`config.mk`:
```
export PLATFORM = sky130hd
export DESIGN_NAME = vector_execute_stage_flat
export DESIGN_NICKNAME = d
export VERILOG_FILES = /design/src/rtl/asip_pkg.sv /design/src/rtl/vector_execute_stage_if.sv /design/src/rtl/vector_lane_alu.sv /design/src/rtl/vector_execute_stage.sv /design/src/flat_wrapper.sv
export SDC_FILE = /design/constraint.sdc
export NUM_CORES = 2
export LEC_CHECK = 0
export ABC_AREA = 1
export BUFFER_PORTS_ARGS = -buffer_cell sky130_fd_sc_hd__buf_2
export CAP_MARGIN = 20
export CORE_MARGIN = 3
export CORE_UTILIZATION = 55
export DETAILED_ROUTE_END_ITERATION = 10
export PLACE_DENSITY = 0.85
export SLEW_MARGIN = 20
export SYNTH_ARGS = -nofsm -noshare
export SYNTH_HDL_FRONTEND = slang
export SYNTH_SLANG_ARGS = --single-unit
export TNS_END_PERCENT = 5
```
`constraint.sdc`:
```
create_clock -name CLK -period 4.5 [get_ports CLK]
set_input_delay 1.35 -clock CLK [delete_from_list [all_inputs] [get_ports CLK]]
set_output_delay 1.35 -clock CLK [all_outputs]
set_load 0.05 [all_outputs]
```
`src/rtl/asip_pkg.sv`:
```
// rtl/asip_pkg.sv - shared opcode enums and FSM state encoding for the vector execute stage
package asip_pkg;

    typedef enum logic [1:0] {
        OP_SCALAR = 2'b00,
        OP_VV     = 2'b01,
        OP_VS     = 2'b10,
        OP_NOP    = 2'b11
    } op_type_e;

    typedef enum logic [1:0] {
        ALU_ADD = 2'b00,
        ALU_SUB = 2'b01,
        ALU_AND = 2'b10,
        ALU_OR  = 2'b11
    } alu_ctrl_e;

    typedef logic [1:0] state_t;

    localparam state_t ST_IDLE = 2'b00;
    localparam state_t ST_BUSY = 2'b01;
    localparam state_t ST_DONE = 2'b10;

endpackage

```
`src/rtl/vector_execute_stage_if.sv`:
```
// rtl/vector_execute_stage_if.sv - ID/EX operand bus and execute-stage result bus
interface vector_execute_stage_if #(
    parameter int N = 32,
    parameter int L = 8,
    parameter int V = 20
);
    logic                  start_i;
    logic [1:0]            OpType_i;
    logic [1:0]            ALUControl_i;
    logic                  ALUSource_i;
    logic                  SetFlags_i;
    logic [N-1:0]          RD1_S_i;
    logic [N-1:0]          RD2_S_i;
    logic [N-1:0]          Extend_i;
    logic [V-1:0][L-1:0]   RD1_V_i;
    logic [V-1:0][L-1:0]   RD2_V_i;
    logic [N-1:0]          result_S_o;
    logic [V-1:0][L-1:0]   result_V_o;
    logic [3:0]            flags_o;
    logic                  busy_o;
    logic                  Exe_Finished_o;

    modport slave (
        input  start_i, OpType_i, ALUControl_i, ALUSource_i, SetFlags_i,
        input  RD1_S_i, RD2_S_i, Extend_i, RD1_V_i, RD2_V_i,
        output result_S_o, result_V_o, flags_o, busy_o, Exe_Finished_o
    );

    modport master (
        output start_i, OpType_i, ALUControl_i, ALUSource_i, SetFlags_i,
        output RD1_S_i, RD2_S_i, Extend_i, RD1_V_i, RD2_V_i,
        input  result_S_o, result_V_o, flags_o, busy_o, Exe_Finished_o
    );
endinterface

```
`src/rtl/vector_lane_alu.sv`:
```
// rtl/vector_lane_alu.sv - one L-bit vector lane ALU; VEC_SATURATE_EN selects unsigned saturating add/sub
module vector_lane_alu
    import asip_pkg::*;
#(
    parameter int L = 8
) (
    input  logic [L-1:0] a_i,
    input  logic [L-1:0] b_i,
    input  alu_ctrl_e    ctrl_i,
    output logic [L-1:0] y_o
);

`ifdef VEC_SATURATE_EN
    logic [L:0] sum_w;
    logic [L:0] dif_w;

    // Widened add/sub so the carry/borrow can drive the clamp
    always_comb begin
        sum_w = {1'b0, a_i} + {1'b0, b_i};
        dif_w = {1'b0, a_i} - {1'b0, b_i};
        case (ctrl_i)
            ALU_ADD: y_o = sum_w[L] ? {L{1'b1}} : sum_w[L-1:0];
            ALU_SUB: y_o = dif_w[L] ? {L{1'b0}} : dif_w[L-1:0];
            ALU_AND: y_o = a_i & b_i;
            default: y_o = a_i | b_i;
        endcase
    end
`else
    // Plain modulo-2^L lane arithmetic
    always_comb begin
        case (ctrl_i)
            ALU_ADD: y_o = a_i + b_i;
            ALU_SUB: y_o = a_i - b_i;
            ALU_AND: y_o = a_i & b_i;
            default: y_o = a_i | b_i;
        endcase
    end
`endif

endmodule

```
`src/rtl/vector_execute_stage.sv`:
```
// rtl/vector_execute_stage.sv - multi-cycle scalar/vector execute stage, P lanes per cycle (VEC_SATURATE_EN in lanes)
module vector_execute_stage
    import asip_pkg::*;
#(
    parameter int N = 32,
    parameter int L = 8,
    parameter int V = 20,
    parameter int P = 4
) (
    input  logic                   CLK,
    input  logic                   RST,
    vector_execute_stage_if.slave  bus
);

    localparam int IDX_W = (V > 1) ? $clog2(V) : 1;

    state_t               state_q;
    logic [IDX_W-1:0]     idx_q;
    op_type_e             op_q;
    alu_ctrl_e            ctrl_q;
    logic [L-1:0]         b_q;
    logic [V-1:0][L-1:0]  rd1_v_q;
    logic [V-1:0][L-1:0]  rd2_v_q;
    logic [V-1:0][L-1:0]  work_q;
    logic [V-1:0][L-1:0]  work_d;
    logic [V-1:0][L-1:0]  result_v_q;
    logic [N-1:0]         result_s_q;
    logic [3:0]           flags_q;

    logic [N-1:0]         b_s;
    logic [N:0]           s_wide;
    logic [N-1:0]         s_res;
    logic                 s_c;
    logic                 s_v;
    logic [3:0]           s_flags;

    logic [P-1:0][L-1:0]  lane_a;
    logic [P-1:0][L-1:0]  lane_b;
    logic [P-1:0][L-1:0]  lane_y;

    // Scalar ALU on the live ID/EX operands; its result is captured on the start edge
    always_comb begin
        b_s    = bus.ALUSource_i ? bus.Extend_i : bus.RD2_S_i;
        s_wide = '0;
        s_res  = '0;
        s_c    = 1'b0;
        s_v    = 1'b0;
        case (alu_ctrl_e'(bus.ALUControl_i))
            ALU_ADD: begin
                s_wide = {1'b0, bus.RD1_S_i} + {1'b0, b_s};
                s_res  = s_wide[N-1:0];
                s_c    = s_wide[N];
                s_v    = (bus.RD1_S_i[N-1] == b_s[N-1]) && (s_res[N-1] != bus.RD1_S_i[N-1]);
            end
            ALU_SUB: begin
                s_wide = {1'b0, bus.RD1_S_i} - {1'b0, b_s};
                s_res  = s_wide[N-1:0];
                s_c    = ~s_wide[N];
                s_v    = (bus.RD1_S_i[N-1] != b_s[N-1]) && (s_res[N-1] != bus.RD1_S_i[N-1]);
            end
            ALU_AND: s_res = bus.RD1_S_i & b_s;
            default: s_res = bus.RD1_S_i | b_s;
        endcase
        s_flags = {s_res[N-1], (s_res == '0), s_c, s_v};
    end

    // Select the P elements addressed by the current index for the lane slice
    always_comb begin
        for (int p = 0; p < P; p++) begin
            lane_a[p] = rd1_v_q[idx_q + IDX_W'(p)];
            lane_b[p] = (op_q == OP_VS) ? b_q : rd2_v_q[idx_q + IDX_W'(p)];
        end
    end

    for (genvar g = 0; g < P; g++) begin : g_lane
        vector_lane_alu #(.L(L)) u_lane (
            .a_i    (lane_a[g]),
            .b_i    (lane_b[g]),
            .ctrl_i (ctrl_q),
            .y_o    (lane_y[g])
        );
    end

    // Merge the lane outputs into the working copy of the vector result
    always_comb begin
        work_d = work_q;
        for (int p = 0; p < P; p++) begin
            work_d[idx_q + IDX_W'(p)] = lane_y[p];
        end
    end

    // Control FSM plus operand latching and result/flag registers
    always_ff @(posedge CLK or negedge RST) begin
        if (!RST) begin
            state_q    <= ST_IDLE;
            idx_q      <= '0;
            op_q       <= OP_NOP;
            ctrl_q     <= ALU_ADD;
            b_q        <= '0;
            rd1_v_q    <= '0;
            rd2_v_q    <= '0;
            work_q     <= '0;
            result_v_q <= '0;
            result_s_q <= '0;
            flags_q    <= '0;
        end else begin
            case (state_q)
                ST_IDLE: begin
                    if (bus.start_i) begin
                        op_q    <= op_type_e'(bus.OpType_i);
                        ctrl_q  <= alu_ctrl_e'(bus.ALUControl_i);
                        b_q     <= b_s[L-1:0];
                        rd1_v_q <= bus.RD1_V_i;
                        rd2_v_q <= bus.RD2_V_i;
                        idx_q   <= '0;
                        if ((op_type_e'(bus.OpType_i) == OP_VV) || (op_type_e'(bus.OpType_i) == OP_VS)) begin
                            state_q <= ST_BUSY;
                        end else begin
                            state_q <= ST_DONE;
                            if (op_type_e'(bus.OpType_i) == OP_SCALAR) begin
                                result_s_q <= s_res;
                                if (bus.SetFlags_i) begin
                                    flags_q <= s_flags;
                                end
                            end
                        end
                    end
                end
                ST_BUSY: begin
                    work_q <= work_d;
                    idx_q  <= idx_q + IDX_W'(P);
                    // Publish the vector only once the final slice is in, so outputs hold until completion
                    if (idx_q == IDX_W'(V - P)) begin
                        result_v_q <= work_d;
                        state_q    <= ST_DONE;
                    end
                end
                ST_DONE: state_q <= ST_IDLE;
                default: state_q <= ST_IDLE;
            endcase
        end
    end

    assign bus.result_S_o     = result_s_q;
    assign bus.result_V_o     = result_v_q;
    assign bus.flags_o        = flags_q;
    assign bus.busy_o         = (state_q != ST_IDLE);
    assign bus.Exe_Finished_o = (state_q == ST_DONE);

endmodule

```
`src/flat_wrapper.sv`:
```
// flat-port wrapper written by rule: the top's interface ports become plain ports
module vector_execute_stage_flat import asip_pkg::*;
#(
    parameter int N = 32,
    parameter int L = 8,
    parameter int V = 20,
    parameter int P = 4
)
  (CLK, RST, bus_start_i, bus_OpType_i, bus_ALUControl_i, bus_ALUSource_i, bus_SetFlags_i, bus_RD1_S_i, bus_RD2_S_i, bus_Extend_i, bus_RD1_V_i, bus_RD2_V_i, bus_result_S_o, bus_result_V_o, bus_flags_o, bus_busy_o, bus_Exe_Finished_o);
  vector_execute_stage_if #(.N(N), .L(L), .V(V)) bus_i ();
  input  logic CLK;
  input  logic RST;
  input wire logic [$bits(bus_i.start_i)-1:0] bus_start_i;
  input wire logic [$bits(bus_i.OpType_i)-1:0] bus_OpType_i;
  input wire logic [$bits(bus_i.ALUControl_i)-1:0] bus_ALUControl_i;
  input wire logic [$bits(bus_i.ALUSource_i)-1:0] bus_ALUSource_i;
  input wire logic [$bits(bus_i.SetFlags_i)-1:0] bus_SetFlags_i;
  input wire logic [$bits(bus_i.RD1_S_i)-1:0] bus_RD1_S_i;
  input wire logic [$bits(bus_i.RD2_S_i)-1:0] bus_RD2_S_i;
  input wire logic [$bits(bus_i.Extend_i)-1:0] bus_Extend_i;
  input wire logic [$bits(bus_i.RD1_V_i)-1:0] bus_RD1_V_i;
  input wire logic [$bits(bus_i.RD2_V_i)-1:0] bus_RD2_V_i;
  output wire logic [$bits(bus_i.result_S_o)-1:0] bus_result_S_o;
  output wire logic [$bits(bus_i.result_V_o)-1:0] bus_result_V_o;
  output wire logic [$bits(bus_i.flags_o)-1:0] bus_flags_o;
  output wire logic [$bits(bus_i.busy_o)-1:0] bus_busy_o;
  output wire logic [$bits(bus_i.Exe_Finished_o)-1:0] bus_Exe_Finished_o;
  assign bus_i.start_i = bus_start_i;
  assign bus_i.OpType_i = bus_OpType_i;
  assign bus_i.ALUControl_i = bus_ALUControl_i;
  assign bus_i.ALUSource_i = bus_ALUSource_i;
  assign bus_i.SetFlags_i = bus_SetFlags_i;
  assign bus_i.RD1_S_i = bus_RD1_S_i;
  assign bus_i.RD2_S_i = bus_RD2_S_i;
  assign bus_i.Extend_i = bus_Extend_i;
  assign bus_i.RD1_V_i = bus_RD1_V_i;
  assign bus_i.RD2_V_i = bus_RD2_V_i;
  assign bus_result_S_o = bus_i.result_S_o;
  assign bus_result_V_o = bus_i.result_V_o;
  assign bus_flags_o = bus_i.flags_o;
  assign bus_busy_o = bus_i.busy_o;
  assign bus_Exe_Finished_o = bus_i.Exe_Finished_o;
  vector_execute_stage #(.N(N), .L(L), .V(V), .P(P)) u_core (.CLK(CLK), .RST(RST), .bus(bus_i));
endmodule
```
==> flow_summary.json <==
{
  "cts_tree": "yes",
  "final_max_slew_viol_count": 0,
  "hp-class": "flop to flop",
  "fillers": 5811,
  "grt_usage": 0.392,
  "avgSynthCellArea_um2": 7.27,
  "p_leak_nw": 26.2,
  "pwr_density_cell_nw_per_um2": 900,
  "fin_skew_ns": 0.0306,
  "period_needed_ns": 4.38,
  "arrival_ns": 4.90,
  "fmax_mhz": 228,
  "num_vias": 41000,
  "grt_pass1_vias": 38800,
  "switching_share": 0.525,
  "grt_max_degree": 276,
  "seq_area_frac_synth": 0.441,
  "top_level_ports": 623,
  "synthesis.area_um2": 39400,
  "netlist_top_cells_area": "dfrtp_1, nand2_1, o21ai_0, nand3_1, ha_1",
  "cts_buffers": 74,
  "synthTopCellsByCount": "nand2_1, dfrtp_1, o21ai_0",
  "vias_per_cell": 5.73,
  "relSlewSlack": 0.268,
  "die_w_um": 274,
  "synth_nets": 5998,
  "final-hold-violation-count": 0,
  "cp-start-kind": "flop",
  "p_seq_frac": 0.245,
  "h-tree-depth": 3,
  "postRouteAntennaNets": 0,
  "globalRoute.totalOverflow": 0,
  "ys_seq_elements": 693,
  "wl_um": 150000,
  "synth_edf_count": 0,
  "dr.pass1.iters": 7,
  "final_area_um2": 47800,
  "antenna_found_initial": 7,
  "worst_setup_path_end_kind": "flop",
  "start_util": 0.558,
  "vdd_drop_max_uv": 848,
  "p_sw_mw": 22.6,
  "core-area_um2": 70500,
  "cts.clk_slew.worst_paths_ns": 0.06,
  "tightest_slew_ns": 1.09,
  "diodes": 0,
  "port_buffers": 622,
  "routedWlPerCell_um": 21.0,
  "post_dp_cell_area_um2": 44900,
  "postSynthCellCount": 5411,
  "synthFlopType": "dfrtp_1",
  "die_h_um": 274,
  "worstPathRequired_ns": 5.02,
  "setup_viol": 0,
  "synth_area_leader_cell": "dfrtp_1",
  "num_rows": 97,
  "rsz0062_at_grt": "yes",
  "crit_type": "flop to flop",
  "intPower_mw": 20.4,
  "p_clk_frac": 0.151,
  "synthToLayoutAreaGrowth_pct": 21.5,
  "drc": 0,
  "finish.utilization": 0.678,
  "grt_pass1_wl_um": 224000,
  "drv_cap": 0,
  "p_comb_frac": 0.604,
  "async_reset_ff_frac": 1.00,
  "synth.top_cell.area_share": 0.439,
  "ys_warn_count": 0,
  "layout-drive-gt1-share": 0.192,
  "final.period_utilization": 0.974,
  "outcome": "complete, no violations",
  "ys_types": 58,
  "drtIter0Drc": 5062,
  "ctsHoldBuffers": 0,
  "gp_congestion": 1.04,
  "fin_nets": 6751,
  "cts_max_path_buffers": 3,
  "dieArea_um2": 74800,
  "clockRootBuffer": "clkbuf_16",
  "yosysMostFrequentCell": "nand2_1",
  "worstPathMaxFanout": 20,
  "dp_hpwl_um": 111000,
  "clk_latency_ns": 0.64,
  "clock-sinks": 693
}
==> layer usage <==
layer  share of wire  vias up  track usage
met4           0.055        4        0.189
met5         0.00013        -            0
met3            0.11      444       0.0922
met1            0.39    19400        0.522
met2            0.45     2392        0.604
li1                -    18800            -
==> cell families after synthesis <==
kind of cell               share of synthesized area
DFF                                            0.441
xor gates and xnor gates                     0.00623
AOI/OAI and AO/OA                              0.109
adders and majority gates                     0.0526
muxes                                        0.00636
buffers and inverters                         0.0745
and+or+nand+nor                                0.311
==> through the flow <==
step	hold WS (ns)	power (mW)	instances	setup TNS (ns)	setup slack, ns
2_1_floorplan	0.441	25.9	5411	0	0.461
3_3_place_gp	0.453	34.6	7009	-0.300	-0.0823
3_5_place_dp	0.458	35.2	7009	-3.41	-0.167
4_1_cts	0.475	42.0	7144	0	0.00548
5_1_grt	0.487	45.6	7162	-1.07	-0.0695
6_report	0.477	43.1	7162	0	0.116
==> timing repair <==
action / 4_1_cts / 5_1_grt
pin swaps: 1 / 4
endpoints found under the hold margin: 0 / 0
endpoints found under the setup margin: 47 / 133
gates cloned: 0 / 2
resized for setup: 4 / 31
buffers inserted: 1 / 14
==> path summary, 6_finish.rpt <==
path,startpoint,end,slack (ns),cells past startpoint
worst max-delay path,u_core.idx_q[2],u_core.work_q[93],0.12,21
worst min-delay path,u_core.work_q[45],u_core.work_q[45],0.48,2
worst max register to register,u_core.idx_q[2],u_core.work_q[93],0.12,21
worst min register to register,u_core.work_q[45],u_core.work_q[45],0.48,2
max in group asynchronous,RST,u_core.bus.result_V_o[157],2.53,3
min in group asynchronous,RST,u_core.rd1_v_q[42],0.69,1
==> registers in the layout (all words and copies together) (netlist names) <==
name and count:
u_core.work_q 160, u_core.idx_q 3, u_core.rd2_v_q 160, u_core.state_q 2
u_core.rd1_v_q 160, u_core.b_q 8, u_core.ctrl_q 2, u_core.bus.result_V_o 160
u_core.bus.result_S_o 32, u_core.op_q 2, u_core.bus.flags_o 4
==> power by group through the flow <==
stage | Clock, mW | Sequential [mW] | Combinational [mW]
after floorplan | 0 | 12.3 | 13.6
after global placement | 0 | 10.4 | 24.2
after detailed placement | 0 | 10.5 | 24.7
after CTS | 6.52 | 10.4 | 25.0
after global routing | 6.77 | 10.8 | 28.1
final | 6.49 | 10.5 | 26.0
==> worst max-delay path: stages (launching register included) <==
cell and delay, ns:
dfrtp_2 0.44, buf_6 0.24, buf_4 0.30, nand2_1 0.08
nand3_1 0.13, nand2_1 0.08, nor2_1 0.30, nor2_1 0.13
nor2_4 0.21, ha_1 0.24, nor2_1 0.07, xor2_1 0.17
ha_1 0.34, a21oi_1 0.14, nand2_1 0.13, a21o_1 0.18
a21oi_1 0.17, xor2_1 0.17, o211ai_1 0.21, or2_2 0.36
nand3_1 0.09, nand2_1 0.06
==> layout by cell type, fill, tap and decap left out, types with 53 or more instances in the layout <==
| cell type | count |
|---|---|
| nand2_1 | 2086 |
| dfrtp_1 | 688 |
| buf_2 | 621 |
| o21ai_0 | 565 |
| inv_1 | 443 |
| nand3_1 | 393 |
| buf_4 | 301 |
| nor2_1 | 294 |
| ha_1 | 156 |
| a21oi_1 | 122 |
| clkbuf_16 | 77 |
| nand4_1 | 53 |
==> layout make-up <==
cell class | instances | area, µm² | share of cell area
tap | 940 | 1180 | 0.0246
sequential | 693 | 17400 | 0.363
timing repair buffer | 944 | 5780 | 0.121
multi-input combinational | 3991 | 19200 | 0.401
clock buffer | 99 | 2040 | 0.0426
inverter | 460 | 1760 | 0.0369
clock inverter | 35 | 529 | 0.0111
No activity file was read; power rests on OpenSTA's default activity.
